$ cat config.mk
export PLATFORM = sky130hd
export DESIGN_NAME = regfile_sb
export DESIGN_NICKNAME = d
export VERILOG_FILES = /design/src/rtl/regfile_sb.sv
export SDC_FILE = /design/constraint.sdc
export NUM_CORES = 1
export LEC_CHECK = 0
export BUFFER_PORTS_ARGS = -buffer_cell sky130_fd_sc_hd__buf_4
export CORE_MARGIN = 8
export CORE_UTILIZATION = 50
export CTS_BUF_LIST = sky130_fd_sc_hd__clkbuf_16
export CTS_CLUSTER_DIAMETER = 30
export DETAILED_ROUTE_END_ITERATION = 10
export GPL_ROUTABILITY_DRIVEN = 0
export PLACE_DENSITY = 0.67
export SLEW_MARGIN = 20
export SYNTH_ARGS = -nofsm -noshare
export SYNTH_HDL_FRONTEND = slang
export SYNTH_SLANG_ARGS = --single-unit
$ cat constraint.sdc
create_clock -name clk -period 2.67 [get_ports clk]
set_input_delay 0.534 -clock clk [delete_from_list [all_inputs] [get_ports clk]]
set_output_delay 0.534 -clock clk [all_outputs]
set_load 0.05 [all_outputs]
$ cat src/rtl/regfile_sb.sv
// regfile_sb: multi-read-port register file with a per-entry pending scoreboard and a
// one-entry-per-cycle clear sweep. Define REGFILE_BYPASS_EN for same-cycle write forwarding.
module regfile_sb #(
    parameter int DATA_W   = 32,
    parameter int ADDR_W   = 4,
    parameter int NUM_RD   = 2,
    parameter bit ZERO_REG = 1'b1
) (
    input  logic                     clk,
    input  logic                     rst_n,
    input  logic [NUM_RD*ADDR_W-1:0] rd_addr,
    output logic [NUM_RD*DATA_W-1:0] rd_data,
    output logic [NUM_RD-1:0]        rd_pend,
    input  logic                     wr_en,
    input  logic [ADDR_W-1:0]        wr_addr,
    input  logic [DATA_W-1:0]        wr_data,
    output logic                     wr_ack,
    input  logic                     rsv_en,
    input  logic [ADDR_W-1:0]        rsv_addr,
    input  logic                     clr_start,
    output logic                     busy
);
    localparam int DEPTH = 1 << ADDR_W;

    typedef enum logic {IDLE, CLEAR} state_t;

    state_t            state;
    logic [ADDR_W-1:0] cnt;
    logic [DATA_W-1:0] mem [DEPTH];
    logic [DEPTH-1:0]  pend;
    logic              wr_commit;
    logic              rsv_commit;

    assign busy       = (state == CLEAR);
    assign wr_ack     = wr_en & ~busy;
    assign wr_commit  = wr_ack & ~(ZERO_REG && (wr_addr == '0));
    assign rsv_commit = rsv_en & ~busy & ~(ZERO_REG && (rsv_addr == '0));

    // NOTE: the array is reset with the rest of the state because reads must return zero the moment rst_n falls.
    always_ff @(posedge clk or negedge rst_n) begin
        if (!rst_n) begin
            state <= IDLE;
            cnt   <= '0;
            pend  <= '0;
            for (int i = 0; i < DEPTH; i++) mem[i] <= '0;
        end else begin
            case (state)
                IDLE: begin
                    if (wr_commit) begin
                        mem[wr_addr]  <= wr_data;
                        pend[wr_addr] <= 1'b0;
                    end
                    // NOTE: the later non-blocking assignment to the same bit wins, so a reserve overrides a same-edge write-back.
                    if (rsv_commit) pend[rsv_addr] <= 1'b1;
                    if (clr_start) begin
                        state <= CLEAR;
                        cnt   <= '0;
                    end
                end
                CLEAR: begin
                    mem[cnt]  <= '0;
                    pend[cnt] <= 1'b0;
                    cnt       <= cnt + ADDR_W'(1);
                    if (cnt == ADDR_W'(DEPTH - 1)) state <= IDLE;
                end
            endcase
        end
    end

    for (genvar p = 0; p < NUM_RD; p++) begin : g_rd
        logic [ADDR_W-1:0] ra;
        logic              hit_zero;
        logic [DATA_W-1:0] d;
        logic              pd;

        assign ra       = rd_addr[p*ADDR_W +: ADDR_W];
        assign hit_zero = ZERO_REG && (ra == '0);

        // NOTE: every output gets a default before any conditional override, so no latch is inferred.
        always_comb begin
            d  = hit_zero ? '0 : mem[ra];
            pd = ~hit_zero & pend[ra];
`ifdef REGFILE_BYPASS_EN
            if (wr_commit && (ra == wr_addr)) begin
                d  = wr_data;
                pd = rsv_commit && (rsv_addr == wr_addr);
            end
`endif
        end

        assign rd_data[p*DATA_W +: DATA_W] = d;
        assign rd_pend[p]                  = pd;
    end
endmodule
* Word level (Yosys, flattened, before mapping)
Cells that the tools add are included.
** Word-level totals
- Logic and storage cells :: 102
- Flip-flop bits (word level) :: 533
- Input bits :: 53
- Output and inout port bits :: 68
** Operators by class
- Bitwise gates (word level) :: 22
- Reductions and logical operators :: 9
- Add/subtract/negate cells :: 1
- Equality and inequality tests :: 3
- Order comparisons :: 14
- Mux-type cells :: 34
** Operators with widths (count)
- 512-bit case mux with 2 select lines :: 1
- 512-bit AND :: 1
- 512-bit bitwise mux :: 1
- 512-bit two-way mux :: 1
- 512-bit inverter :: 1
- 32-bit binary-select mux with 4-bit select :: 2
- 32-bit demux with 4-bit select :: 2
- 32-bit two-way mux :: 8
- 16-bit two-way mux :: 3
- 16-bit AND :: 2
- 16-bit inverter :: 2
- 16-bit case mux with 2 select lines :: 1
- 4-bit by 5-bit < comparator with 1-bit output (second input constant) :: 5
- 5-bit >= comparator (second input constant) :: 4
- 4-bit inverter with 5-bit output :: 4
- 4-bit zero test :: 4
- 16-bit OR :: 1
- 1-bit demux with 4-bit select :: 3
- 4-bit by 1-bit >= comparator with 1-bit output (second input constant) :: 3
- 5-bit by 1-bit < comparator with 1-bit output (second input constant) :: 2
- 1-bit binary-select mux with 4-bit select :: 2
- 4-bit case mux with 2 select lines :: 1
- 1-bit two-way mux :: 7
- 1-bit AND :: 6
- 7 further kinds :: 16

* Longest topological paths before layout
Gate-level depths: netlist of the first run.
- Depth after elaboration :: 11
- Depth in mapped cells :: 8
- Depth with buffers taken out :: 4

* Worst setup path after synthesis of the first run
Ideal clock, no wire load.
- Path type :: input -> output
- Start point :: input rd_addr[5]
- End point :: output rd_data[62]
- Buffers on the path :: 2
- Cell stages on the path :: 4
- Path slack :: -0.376 ns
- Data arrival time :: 2.512 ns
- Data required time :: 2.136 ns
- Path through :: buf_2 -> buf_2 -> mux4_2 -> o21ai_0
** Between the ends
- Word-level cells in the longest chain between the ends :: 5
- Elaborated cells on any way between the ends :: 6
- Those cells by class :: mux: 4; bitwise: 1; reduce/logical: 1
** RTL lines
- from (decl) :: RTL line 11 : input logic [NUM_RD*ADDR_W-1:0] rd_addr,
- 4-bit inverter with 5-bit output (not written as such) :: RTL line 81 : d = hit_zero ? '0 : mem[ra];
- 32-bit binary-select mux with 4-bit select :: RTL line 81
- 32-bit two-way mux (not written as such) (2 in series) :: RTL line 81
- 32-bit two-way mux (*) :: RTL line 81
- to (decl) :: RTL line 12 : output logic [NUM_RD*DATA_W-1:0] rd_data,
Every way passes the cells marked *; elsewhere a longest branch is shown, timed or not. The select of a mux whose other input is x is not followed.

* Final worst setup path of the first run
- Start point :: register mem[183] (netlist bit)
- End point :: output rd_data[23]
** Between the ends
- Word-level cells in the longest chain between the ends :: 4
** RTL lines
- from (decl) :: RTL line 29 : logic [DATA_W-1:0] mem [DEPTH];
- from (signal, indexed assignment) :: RTL line 50 : mem[wr_addr] <= wr_data;
- 32-bit binary-select mux with 4-bit select :: RTL line 81
- 32-bit two-way mux (not written as such) (2 in series) :: RTL line 81
- 32-bit two-way mux :: RTL line 81
Every way passes these cells. The select of a mux whose other input is x is not followed.

==> results of run 1 <==
-- logic make-up (layout without fill, tap and decap cells) --
kind of cell               after synthesis  count (layout)  synth area share (%)
adders and majority gates                4               4                 0.194
and+or+nand+nor                        124             124                  2.53
AOI/OAI and AO/OA                      744             744                  23.6
xor gates and xnor gates                 2               2                0.0681
DFF                                    500             500                  48.6
muxes                                  362             362                  20.8
buffers and inverters                  237             534                  4.11
-- per-stage QoR --
step	setup TNS [ns]	std cells	hold slack (ns)
after global routing	-0.412	2950	0.0856
after detailed placement	-2.03	2723	0.498
after global placement	-2.18	2723	0.494
after CTS	-0.0409	2924	0.0626
after floorplan	0	1973	0.238
final	0	2950	0.0952
-- state kept, by name, indices dropped and copies added, names as in the netlist --
name / count
pend: 15
cnt: 4
busy: 1
mem: 480
-- cell usage after synthesis (2+ instances only) --
master | instances | area (um2)
a221o_1 | 31 | 310
nor3_1 | 4 | 20.0
nand2b_2 | 2 | 17.5
mux2i_1 | 194 | 1940
buf_2 | 71 | 355
a21oi_2 | 4 | 35.0
o21ai_0 | 4 | 20.0
nor2_8 | 3 | 60.1
ha_1 | 4 | 50.1
a21oi_4 | 3 | 48.8
a22o_1 | 488 | 4270
nand4bb_1 | 2 | 22.5
nor2b_1 | 3 | 18.8
o22ai_1 | 62 | 388
mux2_2 | 32 | 360
nor2_1 | 77 | 289
a21oi_1 | 77 | 385
nor3b_1 | 5 | 37.5
and3b_1 | 2 | 17.5
buf_1 | 5 | 18.8
nand2_1 | 11 | 41.3
clkbuf_1 | 145 | 544
a22oi_1 | 32 | 240
buf_6 | 9 | 101
nor3_2 | 3 | 30.0
mux4_2 | 136 | 3060
dfrtp_1 | 500 | 12500
a2111oi_0 | 31 | 272
a32o_1 | 7 | 70.1
buf_4 | 3 | 22.5
nand2b_1 | 6 | 37.5
inv_1 | 4 | 15.0
-- power groups by stage --
stage	logic [W]	clock network, W	registers [W]
global route	0.00727	0.0141	0.0103
CTS	0.00665	0.0137	0.0101
global placement	0.00639	0	0.0101
floorplan	0.00434	0	0.00977
detailed placement	0.00653	0	0.0101
finish	0.00696	0.0136	0.0101
-- layer usage --
| layer | track usage [%] | wire [um] | vias up | part of all wire, % |
|---|---|---|---|---|
| li1 | - | - | 8421 | - |
| met1 | 41.2 | 36200 | 11100 | 39 |
| met2 | 45.6 | 41900 | 1485 | 46 |
| met3 | 7.63 | 9900 | 303 | 11 |
| met4 | 13.7 | 3720 | 0 | 4.1 |
| met5 | 0 | 0 | - | 0 |
-- layout make-up --
class | instances | share of cell area (%)
clock inverter | 87 | 2.86
sequential | 500 | 37.5
clock buffer | 110 | 8.24
timing repair buffer | 333 | 10.0
tap | 680 | 2.55
multi-input combinational | 1236 | 38.8
inverter | 4 | 0.0450
-- worst max path at each step --
stage / from / endpoint / slack [ns] / depth (start not counted)
final: mem[183] / rd_data[23] / 0.003 / 6
after detailed placement: rd_addr[1] / rd_data[14] / -0.27 / 8
after global routing: mem[388] / rd_data[4] / -0.06 / 6
after CTS: mem[426] / rd_data[42] / -0.009 / 6
after floorplan: rd_addr[5] / rd_data[62] / 0.0007 / 4
after global placement: rd_addr[1] / rd_data[7] / -0.35 / 8
-- timing repair --
action	4_1_cts	5_1_grt
hold buffers	1	0
pin swaps	5	31
endpoints found under the hold margin	61	0
endpoints found under the setup margin	46	56
buffers inserted	2	25
resized for setup	59	83
gates cloned	1	2
==> impl_results.md, run 1 <==
- Status: finished, final reports clean
- Largest net degree at the start of global routing: 75
- Worst R2R Start: busy
- Crit Reg-Reg Endpoint: mem[182]
- Hold worst-path end: cnt[1]
- Vias in the first global route: 22300
- Crit share post-route: 99.9%
- # setup viols final: 0
- Pwr dens: 919 mW/mm2
- Skew-Pair Late Insertion Delay: 0.66 ns
- Tightest Hold Check Type: primary input to flip-flop
- Detailed-route via count: 21300
- Highest Clock Rate: 0.375 GHz
- Routed Antenna Nets: 0
- Worst Setup Slack, final: 0.00272 ns
- Worst Path Arrival: 2.13 ns
- Final Skew: 0.0354 ns
- Final Max Tran Viols: 0
- Pre-CTS setup slack: -0.266 ns
- CP required: 2.14 ns
- Ys async rst share: 100%
- Slew @ Worst Pin: 0.728 ns
- Sw Ratio: 31.1%
- Vias per cell: 7.23
- Slowest CP cell: dfrtp_1
- Area of the multi-input gates: 0.0130 mm2
- Worst slew margin: 51.3%
- WL/cell: 31.1 um
- Power share of the clock group: 44.3%
- Hold Vio Cnt, Final: 0
- First-pass GRT wire length: 140 mm
- Synth unique cells: 45
- Cell count of the worst reg-to-reg path: 4
- Fillers: 3640
- Most frequent cells in the layout: dfrtp_1 (500), a22o_1 (488), buf_4 (242)
- CP bufs+invs: 2
- CTS Sinks: 500
- Crit Path Class: flip-flop to primary output
- Reg power frac: 33.1%
- Period minus WS final: 2.67 ns
- Starting Density: 50.4%
- Die span in y: 243 um
- Min-Delay Path Depth: 2
- Power Internal: 0.0211 W
- Synthesis-to-finish area growth: 29.8%
- Routed wire length: 91.7 mm
- Synth warnings: 0
- Predominant post-synthesis flop cell: dfrtp_1
- Worst Min Path Start: clr_start
- Antenna violations before repair: 0
- Final net count: 2242
- Lkg Pwr: 15.3 nW
- Most used cell, CP: buf_4
- CTS tree: yes
- DRC Markers: 0
- First DRT Iteration DRCs: 2390
- Ratio of cells with drive above 1 in the final layout: 36.9%
- CP Max Fanout: 3
- Crit path cell chain: mux2i_1, o22ai_1, a2111oi_2, buf_4, nor2_2, buf_4
- Row count: 83
- Comb pwr share: 22.7%
- CTS max path bufs: 3
- R2R Setup Slk: 0.48 ns
- TritonCTS Buffers: 110
- Syn Inst Count: 1973
- Die Footprint: 0.0590 mm2
- Final antenna diode count: 0
- Total global-route track usage: 30.3%
- Register Area: 0.0125 mm2
- Total Power: 0.0307 W
- Core ar.: 0.0511 mm2
- Mapped Area: 0.0257 mm2
- Max-cap violations: 0
- Setup crit start kind: flip-flop
- I/O pin cnt: 121
- Seq/Total Area, Yosys: 48.6%
- Post-Syn Nets: 2030
- GRT overflow: 0
- H-tree levels: 3
- CP peak stage delay: 0.40 ns
- Util after Layout: 65.4%
- Delay-heaviest family, CP: compound AO/OA/AOI/OAI gates
- Clock-pin slew on the worst setup and hold paths: 0.05 ns
- Unrepaired setup endpoints after global routing: yes
- Dpl hpwl: 54.2 mm
- Commonest non-fill, non-tap cell in the layout: dfrtp_1
- Placed Area: 0.0289 mm2
- Port bufs: 120
- Die Wd: 243 um
- CP Capture Type: primary output
- Switching power total: 0.00953 W
- TritonRoute pass-1 iters: 5
- Largest vdd supply drop: 0.732 mV
- EDFF count, synth: 0
- Clock root buffer: clkbuf_16
- Avg Cell Area, Syn: 13.0 um2
- Design area: 0.0334 mm2
- #FFs+latches synth: 500
Power figures use the tool's default switching activity.
==> inputs of run 2 (changes only) <==
Settings changed: PLACE_DENSITY 0.67 to default, PLACE_DENSITY_LB_ADDON from default to 0.3, SKIP_CTS_REPAIR_TIMING from default to 1.
==> run 2 against run 1 <==
Against the previous run:
- the flow now finishes with violations (setup timing)
- global-route usage down 0.20 points
- clock skew down 0.022 ns
- combinational power about the same
- count of clock-buffer cells in the layout down 3
- non-clock buffer count up 18
- clock power down 3%
- cell area about the same
- register-to-register slack worse by 0.27 ns
- largest cell class unchanged
==> impl_results.md, run 2 (synthesis results as in run 1) <==
- Slowest CP cell: dfrtp_1
- Crit Path Class: flip-flop to primary output
- Core ar.: 0.0511 mm2 (unchanged)
- Failing checks: setup timing
- Largest vdd supply drop: 0.625 mV (-15%)
- Min Hold Slack: 0.106 ns (+0.0104 ns)
- First-pass GRT wire length: 138 mm (-0.84%)
- Worst slew margin: 31.0% (-20 points)
- Crit path cell chain: mux2_4, a221o_1, a21oi_2, buf_4, a21oi_2, buf_6
- CP peak stage delay: 0.39 ns (about the same)
- Setup crit start kind: flip-flop
- Dpl hpwl: 54.2 mm (about the same)
- Fillers: 3624 (-0.44%)
- Die Footprint: 0.0590 mm2 (unchanged)
- CTS Sinks: 500 (unchanged)
- Crit Reg-Reg Endpoint: mem[176]
- Status: finished, violations left
- Highest Clock Rate: 0.370 GHz (-1.3%)
- Largest regs: mem x480, pend x15, cnt x4
- Routed Antenna Nets: 0 (unchanged)
- Largest net degree at the start of global routing: 94 (+25%)
- Worst Min Path Start: clr_start
- CTS max path bufs: 3 (unchanged)
- Pwr dens: 908 mW/mm2 (-1.2%)
- WL/cell: 31.3 um (+0.70%)
- Register Area: 0.0125 mm2 (unchanged)
- Max-cap violations: 0 (unchanged)
- Lkg Pwr: 15.3 nW (about the same)
- # setup viols final: 3 (+3)
- CP Max Fanout: 3 (unchanged)
- Vias in the first global route: 22200 (-0.14%)
- CP required: 2.14 ns (about the same)
- Reg power frac: 33.5% (+0.4 points)
- Most used cell, CP: a21oi_2
- Delay-heaviest family, CP: compound AO/OA/AOI/OAI gates
- Slew @ Worst Pin: 1.03 ns (+0.304 ns)
- CP Capture Type: primary output
- Vias per cell: 7.24 (+0.15%)
- Power share of the clock group: 43.5% (-0.8 points)
- Comb pwr share: 23.0% (+0.3 points)
- Antenna violations before repair: 1 (+1)
- Final net count: 2253 (+0.49%)
- TritonRoute pass-1 iters: 6 (+1)
- Final Max Tran Viols: 0 (unchanged)
- Global route hottest layer: met2
- Period minus WS final: 2.70 ns (+0.0353 ns)
- Row count: 83 (unchanged)
- Skew-Pair Late Insertion Delay: 0.65 ns (about the same)
- TritonCTS Buffers: 103 (-6.4%)
- Clock-pin slew on the worst setup and hold paths: 0.05 ns (about the same)
- Worst R2R Start: cnt[0]
- Detailed-route via count: 21400 (+0.60%)
- Met3 Track Usage GR: 8.97% (+1.3 points)
- Synthesis-to-finish area growth: 29.8% (about the same)
- Placed Area: 0.0290 mm2 (+0.31%)
- Crit share post-route: 101% (+1.3 points)
- R2R Setup Slk: 0.21 ns (-0.27 ns)
- I/O pin cnt: 121 (unchanged)
- Design area: 0.0334 mm2 (about the same)
- Die span in y: 243 um (unchanged)
- Crit. Startpoint: mem[422]
- Commonest non-fill, non-tap cell in the layout: dfrtp_1
- Hold worst-path end: cnt[1]
- Final Skew: 0.0135 ns (-0.0218 ns)
- Unrepaired setup endpoints after global routing: yes
- Total Power: 0.0303 W (-1.1%)
- Sw Ratio: 31.3% (+0.24 points)
- Most frequent cells in the layout: dfrtp_1 (500), a22o_1 (488), buf_4 (259)
- Area of the multi-input gates: 0.0129 mm2 (-0.24%)
- H-tree levels: 3 (unchanged)
- Met2 Track Usage GR: 45.0% (-0.55 points)
- Routed wire length: 92.8 mm (+1.1%)
- GR Layer Usage met1: 40.1% (-1.1 points)
- DRC Markers: 0 (unchanged)
- Cell count of the worst reg-to-reg path: 5 (+1)
- Hold Vio Cnt, Final: 0 (unchanged)
- Port bufs: 120 (unchanged)
- Min-Delay Path Depth: 2 (unchanged)
- Ratio of cells with drive above 1 in the final layout: 37.3% (+0.42 points)
- Power Internal: 0.0208 W (-1.5%)
- Clock root buffer: clkbuf_16
- CP bufs+invs: 2 (unchanged)
- Worst Setup Slack, final: -0.0326 ns (-0.0353 ns)
- Starting Density: 50.4% (unchanged)
- CTS tree: yes
- Die Wd: 243 um (unchanged)
- GRT overflow: 0 (unchanged)
- Worst Path Arrival: 2.17 ns (+0.04 ns)
- Tightest Hold Check Type: primary input to flip-flop
- Switching power total: 0.00949 W (-0.38%)
- Max reg flops: 480 (unchanged)
- First DRT Iteration DRCs: 2295 (-4.0%)
- Biggest register: mem
- Post-route setup TNS: -0.0611 ns (-0.0611 ns)
- Total global-route track usage: 30.1% (-0.20 points)
==> run 2: layout make-up <==
class	count	share of cell area, %
Multi-Input combinational cell	1236	38.7
Sequential cell	500	37.5
Timing Repair Buffer	351	10.5
Clock buffer	107	8.02
Clock inverter	84	2.70
Tap cell	680	2.55
Inverter	4	0.0449
Antenna cell	1	0.00749
==> run 2: metal layers <==
metal  share of wire (%)  wire length, um
met1                  38            35500
met2                  45            41700
met3                  12            11200
met4                 4.8             4470
met5                   0                0
==> run 2: worst max-delay path by stage <==
stage	endpoint	slack [ns]	depth (start not counted)
final	rd_data[38]	-0.03	6
after global routing	rd_data[38]	-0.06	6
after CTS	rd_data[13]	-0.36	9
after detailed placement	rd_data[13]	-0.35	9
after global placement	rd_data[10]	-0.33	9
after floorplan	rd_data[62]	0.0007	4
==> run 2: power by group through the flow <==
stage / sequential, W / combinational, W / clock [W]
6_report: 0.0102 / 0.00696 / 0.0132
5_1_grt: 0.0103 / 0.00725 / 0.0137
4_1_cts: 0.0101 / 0.00659 / 0.0132
3_5_place_dp: 0.0102 / 0.00655 / 0
3_3_place_gp: 0.0101 / 0.00639 / 0
2_1_floorplan: 0.00977 / 0.00434 / 0
==> run 2: metrics by stage <==
stage	std cells	setup slack [ns]	utilization, %
2_1_floorplan	1973	0.000667	-
3_3_place_gp	2730	-0.329	56.7
3_5_place_dp	2730	-0.353	56.7
4_1_cts	2921	-0.364	63.7
5_1_grt	2963	-0.0585	65.4
6_report	2963	-0.0326	65.4
==> inputs of run 3 (changes only) <==
Settings changed: REMOVE_ABC_BUFFERS from default to 1.
==> run 3 against run 2 <==
Against the previous run:
- the flow still finishes with violations (setup timing)
- power decreased by 0.73%
- hold slack improved by 0.016 ns
- combinational power about the same
- clock power about the same
- cell area decreased by 1.0%
- via count increased by 0.21%
- critical path depth unchanged
- count of clock-buffer cells in the layout decreased by 4
- sequential power about the same
- sequential cell count unchanged
- die area unchanged
- setup slack got worse by 0.0037 ns
- critical path type unchanged
- largest cell class unchanged
==> impl_results.md, run 3 (synthesis results as in run 1) <==
- TritonRoute pass-1 iters: 6 (unchanged)
- Slowest CP cell: dfrtp_1
- Setup crit start kind: flip-flop
- CP peak stage delay: 0.41 ns (+0.02 ns)
- CP Max Fanout: 3 (unchanged)
- Largest vdd supply drop: 0.608 mV (-2.7%)
- Most frequent cells in the layout: dfrtp_1 (500), a22o_1 (488), buf_4 (265)
- Port bufs: 120 (unchanged)
- Synthesis-to-finish area growth: 28.5%
- Final antenna diode count: 0 (-1)
- Final Max Tran Viols: 0 (unchanged)
- Commonest non-fill, non-tap cell in the layout: dfrtp_1
- TritonCTS Buffers: 103 (unchanged)
- Die Wd: 243 um (unchanged)
- Crit share post-route: 101% (+0.14 points)
- Largest regs: mem x480, pend x15, cnt x4
- Pwr dens: 910 mW/mm2 (+0.28%)
- Clock-pin slew on the worst setup and hold paths: 0.05 ns (about the same)
- Row count: 83 (unchanged)
- I/O pin cnt: 121 (unchanged)
- Min Hold Slack: 0.122 ns (+0.0164 ns)
- First-pass GRT wire length: 140 mm (+1.4%)
- Max-cap violations: 0 (unchanged)
- Clock root buffer: clkbuf_16
- Lkg Pwr: 15.2 nW (-0.69%)
- DRC Markers: 0 (unchanged)
- Core ar.: 0.0511 mm2 (unchanged)
- Final Skew: 0.0196 ns (+0.00605 ns)
- Antenna violations before repair: 2 (+1)
- Unrepaired setup endpoints after global routing: yes
- Detailed-route via count: 21500 (+0.21%)
- Ratio of cells with drive above 1 in the final layout: 35.5% (-1.8 points)
- CTS max path bufs: 3 (unchanged)
- R2R Setup Slk: 0.35 ns (+0.14 ns)
- Worst Path Arrival: 2.17 ns (about the same)
- Worst Setup Slack, final: -0.0363 ns (-0.00372 ns)
- CTS Sinks: 500 (unchanged)
- Dpl hpwl: 54.3 mm (about the same)
- Final net count: 2245 (-0.36%)
- CP required: 2.14 ns (about the same)
- Slew @ Worst Pin: 1.12 ns (+0.0906 ns)
- Tightest Hold Check Type: primary input to flip-flop
- CTS tree: yes
- Routed wire length: 93.7 mm (+1.0%)
- GRT overflow: 0 (unchanged)
- Inst Count DP: 2721 (-0.33%)
- Largest net degree at the start of global routing: 67 (-29%)
- Biggest register: mem
- Final cell count without fillers: 2958 (-0.17%)
- CP Capture Type: primary output
- Hold Vio Cnt, Final: 0 (unchanged)
- # setup viols final: 3 (unchanged)
- Skew-Pair Late Insertion Delay: 0.65 ns (about the same)
- Max reg flops: 480 (unchanged)
- Worst slew margin: 25.0% (-6.1 points)
- H-tree levels: 3 (unchanged)
- Crit path cell chain: mux2_4, a221o_1, a21oi_2, buf_4, a21oi_4, buf_6
- Vias per cell: 7.27 (+0.38%)
- Failing checks: setup timing
- Routed Antenna Nets: 0 (unchanged)
- Die span in y: 243 um (unchanged)
- Die Footprint: 0.0590 mm2 (unchanged)
- Total Power: 0.0301 W (-0.73%)
- Total global-route track usage: 30.6% (+0.52 points)
- Highest Clock Rate: 0.370 GHz (-0.14%)
- Starting Density: 50.4% (unchanged)
- WL/cell: 31.7 um (+1.2%)
- Vias in the first global route: 22400 (+0.48%)
- First DRT Iteration DRCs: 2687 (+17%)
- Crit Path Class: flip-flop to primary output
- Status: finished, violations left
- Period minus WS final: 2.71 ns (+0.00372 ns)
## run 3: worst paths after layout
kind                            startpoint          end  depth (start not counted)
worst min-delay path             clr_start       cnt[1]                          2
min in group asynchronous            rst_n      mem[99]                          2
worst min register to register    mem[319]     mem[319]                          1
worst max register to register        busy     mem[389]                          5
max in group asynchronous            rst_n     mem[179]                          3
worst max-delay path              mem[432]  rd_data[48]                          6
## run 3: per-stage QoR
step                TNS (ns)  cell area (um2)  util [%]  setup WS (ns)
floorplan            -249.11            24700         -         -0.799
global placement       -2.40            28600      55.9         -0.347
detailed placement     -2.01            28600      55.9         -0.275
CTS                    -3.48            32100      62.8         -0.298
global route          -0.610            33100      64.7        -0.0866
finish               -0.0523            33100      64.7        -0.0363
## run 3: worst max-delay path, delay by kind of cell (launching register included)
kind / cells / cell delay, ns
flops: 1 / 0.41
compound gates: 3 / 0.50
mux: 1 / 0.28
buf+inv: 2 / 0.33
## run 3: layer usage
layer / GRT usage [%] / part of all wire, %
met5: 0.504 / 0.074
met4: 14.3 / 4.6
met3: 9.49 / 13
met2: 45.5 / 45
met1: 40.7 / 38
## run 3: power by group
group,switching [W],leakage (nW),internal (W)
clock,0.00453,1.72,0.00846
sequential,0.00122,6.93,0.00893
combinational,0.00387,6.58,0.00308
total,0.00962,15.2,0.0205
## run 3: cell type report
type	instances	area, um2
flip-flops and latches	500	12500
well taps	680	851
clock inverters	92	967
clock buffers	103	2580
fillers	3721	18000
multi-input cells	1236	12800
repair buffers	343	3320
inverters	4	15.0
